--- config.mk ---
export PLATFORM = sky130hd
export DESIGN_NAME = disp_demux
export DESIGN_NICKNAME = d
export VERILOG_FILES = /design/src/rtl/disp_demux.sv
export SDC_FILE = /design/constraint.sdc
export NUM_CORES = 1
export LEC_CHECK = 0
export CAP_MARGIN = 15
export CELL_PAD_IN_SITES_DETAIL_PLACEMENT = 0
export CELL_PAD_IN_SITES_GLOBAL_PLACEMENT = 1
export CORE_MARGIN = 2
export CORE_UTILIZATION = 47
export CTS_BUF_LIST = sky130_fd_sc_hd__clkbuf_4
export CTS_CLUSTER_DIAMETER = 100
export CTS_CLUSTER_SIZE = 25
export DETAILED_ROUTE_END_ITERATION = 8
export GPL_TIMING_DRIVEN = 0
export PLACE_DENSITY = 0.78
export SYNTH_ARGS = -nofsm -noshare
export SYNTH_HDL_FRONTEND = slang
export SYNTH_SLANG_ARGS = --single-unit
export TNS_END_PERCENT = 100
--- constraint.sdc ---
create_clock -name clk -period 2.6 [get_ports clk]
set_input_delay 0.65 -clock clk [delete_from_list [all_inputs] [get_ports clk]]
set_output_delay 0.65 -clock clk [all_outputs]
set_load 0.005 [all_outputs]
--- src/rtl/disp_demux.sv ---
// Receive side of a 3-digit multiplexed seven-segment bus: synchronizes the
// active-low enables and segment bus, waits for stable dwells and rebuilds per-digit words.
module disp_demux #(
  parameter int unsigned WIDTH     = 8,
  parameter int unsigned STABLE    = 4,
  parameter int unsigned TIMEOUT_W = 20
) (
  input  logic             clk,
  input  logic             rst,
  input  logic [WIDTH-1:0] sseg_in,
  input  logic [2:0]       en_in,
  output logic [WIDTH-1:0] out0,
  output logic [WIDTH-1:0] out1,
  output logic [WIDTH-1:0] out2,
  output logic [2:0]       digit_valid,
  output logic             frame_done,
  output logic             err_multi,
  output logic             timeout
);

  localparam int unsigned SAMP_W = WIDTH + 3;
  localparam int unsigned CNT_W  = (STABLE > 2) ? $clog2(STABLE) : 1;
  localparam logic [CNT_W-1:0]     STAB_MAX = CNT_W'(STABLE - 1);
  localparam logic [SAMP_W-1:0]    SAMP_IDLE = {3'b111, {WIDTH{1'b0}}};

  // Synchronizers
  logic [2:0]       en_meta_q, en_meta_d, en_sync_q, en_sync_d;
  logic [WIDTH-1:0] sseg_meta_q, sseg_meta_d, sseg_sync_q, sseg_sync_d;

  // Dwell tracking
  logic [SAMP_W-1:0] samp_prev_q, samp_prev_d;
  logic [CNT_W-1:0]  stab_cnt_q, stab_cnt_d;
  logic              captured_q, captured_d;

  // Frame and timeout tracking
  logic [2:0]           seen_q, seen_d;
  logic [TIMEOUT_W-1:0] to_cnt_q, to_cnt_d;

  // Output registers
  logic [WIDTH-1:0] out0_q, out0_d, out1_q, out1_d, out2_q, out2_d;
  logic [2:0]       digit_valid_q, digit_valid_d;
  logic             frame_done_q, frame_done_d;
  logic             err_multi_q, err_multi_d;
  logic             timeout_q, timeout_d;

  // Combinational helpers
  logic [SAMP_W-1:0] samp_s;
  logic              same_s;
  logic              qualified;
  logic [2:0]        dwell_en;
  logic [WIDTH-1:0]  dwell_sseg;
  logic [2:0]        wr_en;
  logic              illegal;
  logic              capture;
  logic [2:0]        seen_base;

  always_ff @(posedge clk or negedge rst) begin
    if (!rst) begin
      en_meta_q     <= 3'b111;
      en_sync_q     <= 3'b111;
      sseg_meta_q   <= '0;
      sseg_sync_q   <= '0;
      samp_prev_q   <= SAMP_IDLE;
      stab_cnt_q    <= '0;
      captured_q    <= 1'b0;
      seen_q        <= '0;
      to_cnt_q      <= '0;
      out0_q        <= '0;
      out1_q        <= '0;
      out2_q        <= '0;
      digit_valid_q <= '0;
      frame_done_q  <= 1'b0;
      err_multi_q   <= 1'b0;
      timeout_q     <= 1'b0;
    end else begin
      en_meta_q     <= en_meta_d;
      en_sync_q     <= en_sync_d;
      sseg_meta_q   <= sseg_meta_d;
      sseg_sync_q   <= sseg_sync_d;
      samp_prev_q   <= samp_prev_d;
      stab_cnt_q    <= stab_cnt_d;
      captured_q    <= captured_d;
      seen_q        <= seen_d;
      to_cnt_q      <= to_cnt_d;
      out0_q        <= out0_d;
      out1_q        <= out1_d;
      out2_q        <= out2_d;
      digit_valid_q <= digit_valid_d;
      frame_done_q  <= frame_done_d;
      err_multi_q   <= err_multi_d;
      timeout_q     <= timeout_d;
    end
  end

  always_comb begin
    en_meta_d   = en_in;
    en_sync_d   = en_meta_q;
    sseg_meta_d = sseg_in;
    sseg_sync_d = sseg_meta_q;

    samp_s      = {en_sync_q, sseg_sync_q};
    same_s      = (samp_s == samp_prev_q);
    samp_prev_d = samp_s;

    // The previous sample is the one that completed the dwell; decoding it
    // keeps a change landing on the qualifying cycle out of the captured word.
    qualified  = (stab_cnt_q == STAB_MAX) && !captured_q;
    dwell_en   = samp_prev_q[SAMP_W-1 -: 3];
    dwell_sseg = samp_prev_q[WIDTH-1:0];

    if (same_s) begin
      stab_cnt_d = (stab_cnt_q == STAB_MAX) ? STAB_MAX : stab_cnt_q + CNT_W'(1);
      captured_d = captured_q | qualified;
    end else begin
      stab_cnt_d = '0;
      captured_d = 1'b0;
    end

    wr_en   = '0;
    illegal = 1'b0;
    if (qualified) begin
      case (dwell_en)
        3'b110:  wr_en = 3'b001;
        3'b101:  wr_en = 3'b010;
        3'b011:  wr_en = 3'b100;
        3'b111:  wr_en = 3'b000;
        default: illegal = 1'b1;
      endcase
    end
    capture = |wr_en;

    out0_d = wr_en[0] ? dwell_sseg : out0_q;
    out1_d = wr_en[1] ? dwell_sseg : out1_q;
    out2_d = wr_en[2] ? dwell_sseg : out2_q;
    digit_valid_d = digit_valid_q | wr_en;
    err_multi_d   = illegal;

    // A completed frame pulses once and restarts the seen mask; a repeated digit restarts it too.
    frame_done_d = (seen_q == 3'b111);
    seen_base    = frame_done_d ? 3'b000 : seen_q;
    seen_d       = seen_base;
    if (capture) begin
      seen_d = (|(seen_base & wr_en)) ? wr_en : (seen_base | wr_en);
    end

    to_cnt_d  = capture ? '0 : ((&to_cnt_q) ? to_cnt_q : to_cnt_q + TIMEOUT_W'(1));
    timeout_d = !capture && (&to_cnt_d);
    if (timeout_d) begin
      digit_valid_d = '0;
      seen_d        = '0;
    end
  end

  assign out0        = out0_q;
  assign out1        = out1_q;
  assign out2        = out2_q;
  assign digit_valid = digit_valid_q;
  assign frame_done  = frame_done_q;
  assign err_multi   = err_multi_q;
  assign timeout     = timeout_q;

endmodule

==> results.py <==
metrics = {
    "synth": {
        "ys.flop_type": "dfrtp_1",
        "syn_avg_cell_area_um2": 12.6,
        "yosysMostFrequentCell": "dfrtp_1",
        "synth_area_leaders": "dfrtp_1 (54%), mux2_2 (7.3%), dfstp_2 (6.4%)",
        "yosys.area.top_type": "dfrtp_1",
        "yosysTopAreaCellShare_pct": 54.3,
        "yosys_register_bits": 89,
        "yosysSeqAreaShare_pct": 60.7,
        "yosysWarnings": 0,
        "async_flop_share_pct": 100,
        "synthesis.nets": 306,
        "synth_cell_type_count": 52,
        "syn_inst": 292,
        "syn_area_mm2": 0.00369,
        "synth_edf_count": 0,
        "synthTopCellsByCount": "dfrtp_1 (80), nor2_1 (30), mux2_2 (24)",
    },
    "final_layout": {
        "register_area_mm2": 0.00224,
        "area_growth_pct": 19.5,
        "nNetsFinal": 361,
        "fillers": 676,
        "num_antenna_cells": 0,
        "final_util_pct": 57.6,
        "multi_input_area_mm2": 0.00135,
        "drive_above_1_share_pct": 21.9,
        "final_cell_area_mm2": 0.00441,
    },
    "die": {
        "die_w_um": 92.6,
        "coreArea_mm2": 0.00765,
        "row_count": 32,
        "num_io_pins": 43,
        "fp.dieH_um": 92.6,
        "die_area_mm2": 0.00857,
        "initial_core_util_pct": 48.2,
    },
    "placement": {
        "dpl_cell_area_mm2": 0.00426,
        "port-buffer-count": 42,
        "dp_hpwl_mm": 5.09,
        "place_congestion": 0.828,
    },
    "clock_tree": {
        "clock-sinks": 89,
        "cts_buffers": 9,
        "cts_tree": "built",
        "insertion_delay_ns": 0.44,
        "ctsHtreeMaxLevel": 3,
        "cts_root_buf": "clkbuf_4",
        "clock_path_buffers": 2,
        "cts_hold_buffers": 0,
        "clk_pin_slew_ns": 0.15,
    },
    "drt": {
        "wl_met2_mm": 3.66,
        "avgRoutedWirePerCell_um": 16.2,
        "top_layer": "met4",
        "route.vias.total": 2440,
        "antenna_left": 0,
        "dr.pass1.iters": 4,
        "totalWireLength_mm": 7.36,
        "routedLengthMet1_mm": 3.32,
        "drc": 0,
        "drt_iter0_drc": 106,
        "dr_wl_met3_um": 239,
        "vias_per_cell": 5.39,
    },
    "sta": {
        "setup_viol": 0,
        "hold_violations": 0,
        "slew-limit-headroom_pct": 54.0,
        "drv_slew": 0,
        "worstMarginPinSlew_ns": 0.689,
        "worst_hold_slack_ns": 0.125,
        "fmax_ghz": 0.413,
        "rsz0062_at_grt": "false",
        "skew_ns": 0.0204,
        "min_period_ns": 2.42,
        "timing.final.crit_share_pct": 93.1,
    },
    "setup_path": {
        "regToRegSetupSlack_ns": 0.18,
        "r2r_start": "to_cnt_q[0]",
        "arrival_ns": 2.80,
        "path_max_fanout": 10,
        "r2r-end": "timeout",
        "crit_type": "flip-flop to flip-flop",
        "crit_path_end_kind": "flip-flop",
        "r2r_cells": 9,
        "start_kind": "flip-flop",
        "crit_required_ns": 2.98,
    },
    "pwr": {
        "p_leak_uw": 0.00196,
        "powerDensity_mw_per_mm2": 516,
        "ir_drop_uv": 256,
    },
    "global_routing": {
        "grt_overflow_total": 0,
        "grt_pass1_wl_mm": 12.4,
        "grt_max_degree": 62,
        "grt_pass1_vias": 2476,
        "grt.total_usage_pct": 19.0,
        "grt_antenna_before_repair": 0,
    },
    "job": {
        "maxCapViolations": 0,
    },
    "status": {
        "status": "complete, no violations",
    },
    "min_path": {
        "hp-class": "primary input to async pin",
    },
}
## worst max path at each step
stage	startpoint	end	cells past startpoint
2_1_floorplan	to_cnt_q[0]	timeout	8
3_3_place_gp	rst	sseg_meta_q[0]	1
3_5_place_dp	to_cnt_q[0]	digit_valid[0]	9
4_1_cts	to_cnt_q[0]	timeout	9
5_1_grt	to_cnt_q[0]	timeout	9
6_report	to_cnt_q[0]	timeout	9
## cells in the final DEF, fill, tap and decap left out, types with 3 or more instances in the layout
| cell | Yosys | final |
|---|---|---|
| dfrtp_1 | 80 | 78 |
| clkdlybuf4s50_1 | 0 | 41 |
| nor2_1 | 30 | 30 |
| mux2_2 | 24 | 24 |
| xor2_1 | 15 | 15 |
| nand2_1 | 12 | 12 |
| a21oi_1 | 10 | 10 |
| nand3_1 | 10 | 10 |
| a31oi_1 | 10 | 10 |
| clkbuf_4 | 0 | 9 |
| dfstp_2 | 9 | 9 |
| xnor2_1 | 8 | 8 |
| and3_1 | 7 | 7 |
| inv_1 | 6 | 6 |
| o21ai_0 | 5 | 5 |
| nand4_1 | 5 | 5 |
| nor4_1 | 5 | 5 |
| buf_2 | 3 | 3 |
| clkbuf_2 | 2 | 3 |
| o21bai_1 | 3 | 3 |
| buf_6 | 3 | 3 |
| and4b_1 | 3 | 3 |
| clkbuf_1 | 4 | 3 |
| nor2b_1 | 3 | 3 |
## worst max-delay path, stage by stage (launching register included)
cell and delay, ns:
dfrtp_2 0.47, ha_1 0.27, nand4_2 0.25, nor3_4 0.26, buf_6 0.18, a21oi_1 0.10, nor4_1 0.27, and3_1 0.21
clkbuf_2 0.18, and3_1 0.18
## where the power goes
| part | switching [uW] | total, uW | internal (uW) |
|---|---|---|---|
| combinational | 40.2 | 70.9 | 30.7 |
| sequential | 17.3 | 1430 | 1420 |
| clock | 476 | 767 | 291 |
| total | 533 | 2270 | 1740 |
## flip-flops by register name, indices dropped and copies added (netlist names), 8 cells and up
signal and flops:
samp_prev_q 11, sseg_meta_q 8, sseg_sync_q 8, out0 8
to_cnt_q 20, out1 8, out2 8
## metal layers
metal  global-route usage, %  vias to the layer above
li1                        -                     1157
met1                    24.9                     1225
met2                    31.1                       47
met3                    3.42                       11
met4                    7.84                        0
met5                       0                        -
## cell families (layout without fill, tap and decap cells)
| family | after synthesis | after routing | synth area share (%) |
|---|---|---|---|
| buffers and inverters | 18 | 77 | 2.61 |
| flip-flops | 89 | 89 | 60.7 |
| XOR/XNOR | 23 | 23 | 5.47 |
| multiplexers | 24 | 24 | 7.33 |
| AO/OA/AOI/OAI | 44 | 44 | 8.83 |
| adder cells (fa/ha/maj) | 1 | 1 | 0.339 |
| AND/OR/NAND/NOR | 93 | 93 | 14.7 |
## through the flow
| step | TNS (ns) | cells | power (uW) | setup WS [ns] |
|---|---|---|---|---|
| finish | 0 | 453 | 2270 | 0.180 |
| floorplan | 0 | 292 | 1470 | 0.500 |
| CTS | 0 | 452 | 2300 | 0.0479 |
| global route | 0 | 453 | 2370 | 0.00327 |
| global placement | -198.57 | 436 | 1530 | -2.34 |
| detailed placement | 0 | 437 | 1530 | 0.0885 |
## final cells by class
| type | instances | share of cell area [%] |
|---|---|---|
| repair buffers | 44 | 10.3 |
| multi-input cells | 185 | 30.7 |
| flip-flops and latches | 89 | 50.9 |
| well taps | 102 | 2.90 |
| clock inverters | 6 | 1.53 |
| inverters | 6 | 0.511 |
| plain buffers | 12 | 1.70 |
| clock buffers | 9 | 1.53 |
## repair_timing
item | 4_1_cts | 5_1_grt
resized for setup | 0 | 4
setup endpoints to repair | 0 | 8
buffers inserted | 0 | 1
Note: power is estimated with default switching activity, not from simulation.
==> RTL edit: new RTL, same settings <==
`WIDTH`: 8 -> 10.
--- a/src/rtl/disp_demux.sv
+++ b/src/rtl/disp_demux.sv
@@ -1,7 +1,7 @@
 // Receive side of a 3-digit multiplexed seven-segment bus: synchronizes the
 // active-low enables and segment bus, waits for stable dwells and rebuilds per-digit words.
 module disp_demux #(
-  parameter int unsigned WIDTH     = 8,
+  parameter int unsigned WIDTH     = 10,
   parameter int unsigned STABLE    = 4,
   parameter int unsigned TIMEOUT_W = 20
 ) (
Interface: changed (resized out0, out1, out2 and sseg_in); port bits go from 43 to 51. No check against the original RTL was run, so the function may have changed too.
==> RTL edit against the unedited design <==
- design area increased by 14%
- sequential cell count increased by 12
- sequential share of layout area decreased by 0.38 points
- area after synthesis increased by 13%
- setup slack got worse by 76 ps
- cell count increased by 11%
- power increased by 8.4%
- wire length increased by 14%
- via count increased by 16%
- largest power group unchanged
==> RTL edit: results (changes against the unedited design) <==
[status]
run_status=finished clean

[final_layout]
finalNetCount=405  ; +12%
area_growth_pct=21.1
layout-drive-gt1-share_pct=21.3  ; -0.62 points
finish.cell_count_without_fillers=502  ; +11%

[synthesis]
ys_top_cells_by_count=92 x sky130_fd_sc_hd__dfrtp_1, 27 x sky130_fd_sc_hd__mux2_2, 24 x sky130_fd_sc_hd__nor2_1
avgSynthCellArea_um2=12.8  ; +1.6%
yosysSeqAreaShare_pct=61.1  ; +0.39 points
synth.area.top_cells=sky130_fd_sc_hd__dfrtp_1 55%, sky130_fd_sc_hd__mux2_2 7.3%, sky130_fd_sc_hd__dfstp_2 5.7%
syn_nets=340  ; +11%

[sta]
tightest_slew_ps=667  ; -22.0 ps

[power_and_ir_drop]
p_comb_share_pct=3.3  ; +0.2 points
p_per_area_nw_per_um2=489  ; -5.1%
power.net_switching_mw=0.605  ; +13%
p_clk_share_pct=30.5  ; -3.3 points

[grt]
number_of_global_route_vias_before_repair=2708  ; +9.4%
grt_start_max_net_pins=72  ; +16%
globalRouteMet2Util_pct=30.6  ; -0.47 points
grt.total_usage_pct=18.6  ; -0.32 points
met3_usage_pct=5.23  ; +1.8 points

[setup_path]
timing.critical_path.slowest_stage_cell=sky130_fd_sc_hd__dfstp_2
cpPeakStageDelay_ps=550  ; +80 ps

[placement]
detailed_place.area_um2=4810  ; +13%
placement.io_buffers=50  ; +19%
gp_congestion=0.808  ; -2.4%

[clock_tree]
cts_resized=3  ; +3

[routing]
detailroute.via_count=2840  ; +16%
first_iter_violations=116  ; +9.4%

-- RTL edit: changes by cell type in the layout (fill, tap and decap cells not counted), moves of 6 or more --
cell	delta
sky130_fd_sc_hd__nor2_1	-7
sky130_fd_sc_hd__xor2_1	-7
sky130_fd_sc_hd__a31oi_1	-7
sky130_fd_sc_hd__a21oi_1	+8
sky130_fd_sc_hd__clkdlybuf4s50_1	+8
sky130_fd_sc_hd__mux2_1	+6
sky130_fd_sc_hd__dfrtp_1	+13
-- RTL edit: worst paths after layout --
check / to / slack [ps] / cells past startpoint / startpoint
max reg2reg: seen_q[2] / 100 / 9 / samp_prev_q[12]
min in group clk: sseg_sync_q[2] / 360 / 0 / sseg_meta_q[2]
max: seen_q[2] / 100 / 9 / samp_prev_q[12]
min reg2reg: sseg_sync_q[2] / 360 / 0 / sseg_meta_q[2]
min: to_cnt_q[9] / 110 / 1 / rst
max in group asynchronous: en_meta_q[2] / 1790 / 2 / rst
-- RTL edit: cell families after synthesis --
logic type	after synthesis	share of synthesized area, %
flops	101	61.1
simple gates	101	15.1
compound gates	49	7.77
buf+inv	17	1.96
xor+xnor	21	4.43
fa+ha+maj	1	0.301
mux	34	9.31
-- RTL edit: layout make-up --
class | instances | area share, %
inverters | 2 | 0.149
multi-input cells | 206 | 31.7
well taps | 108 | 2.69
clock buffers | 9 | 1.34
flip-flops and latches | 101 | 50.5
repair buffers | 55 | 11.0
plain buffers | 14 | 1.42
clock inverters | 7 | 1.17
-- RTL edit: worst max-delay path: cells and delay by family, from the launching register on --
kind | cells | cell delay, ps
AND/OR/NAND/NOR | 2 | 470
flip-flops | 1 | 550
AO/OA/AOI/OAI | 3 | 610
buffers and inverters | 3 | 590
XOR/XNOR | 1 | 190
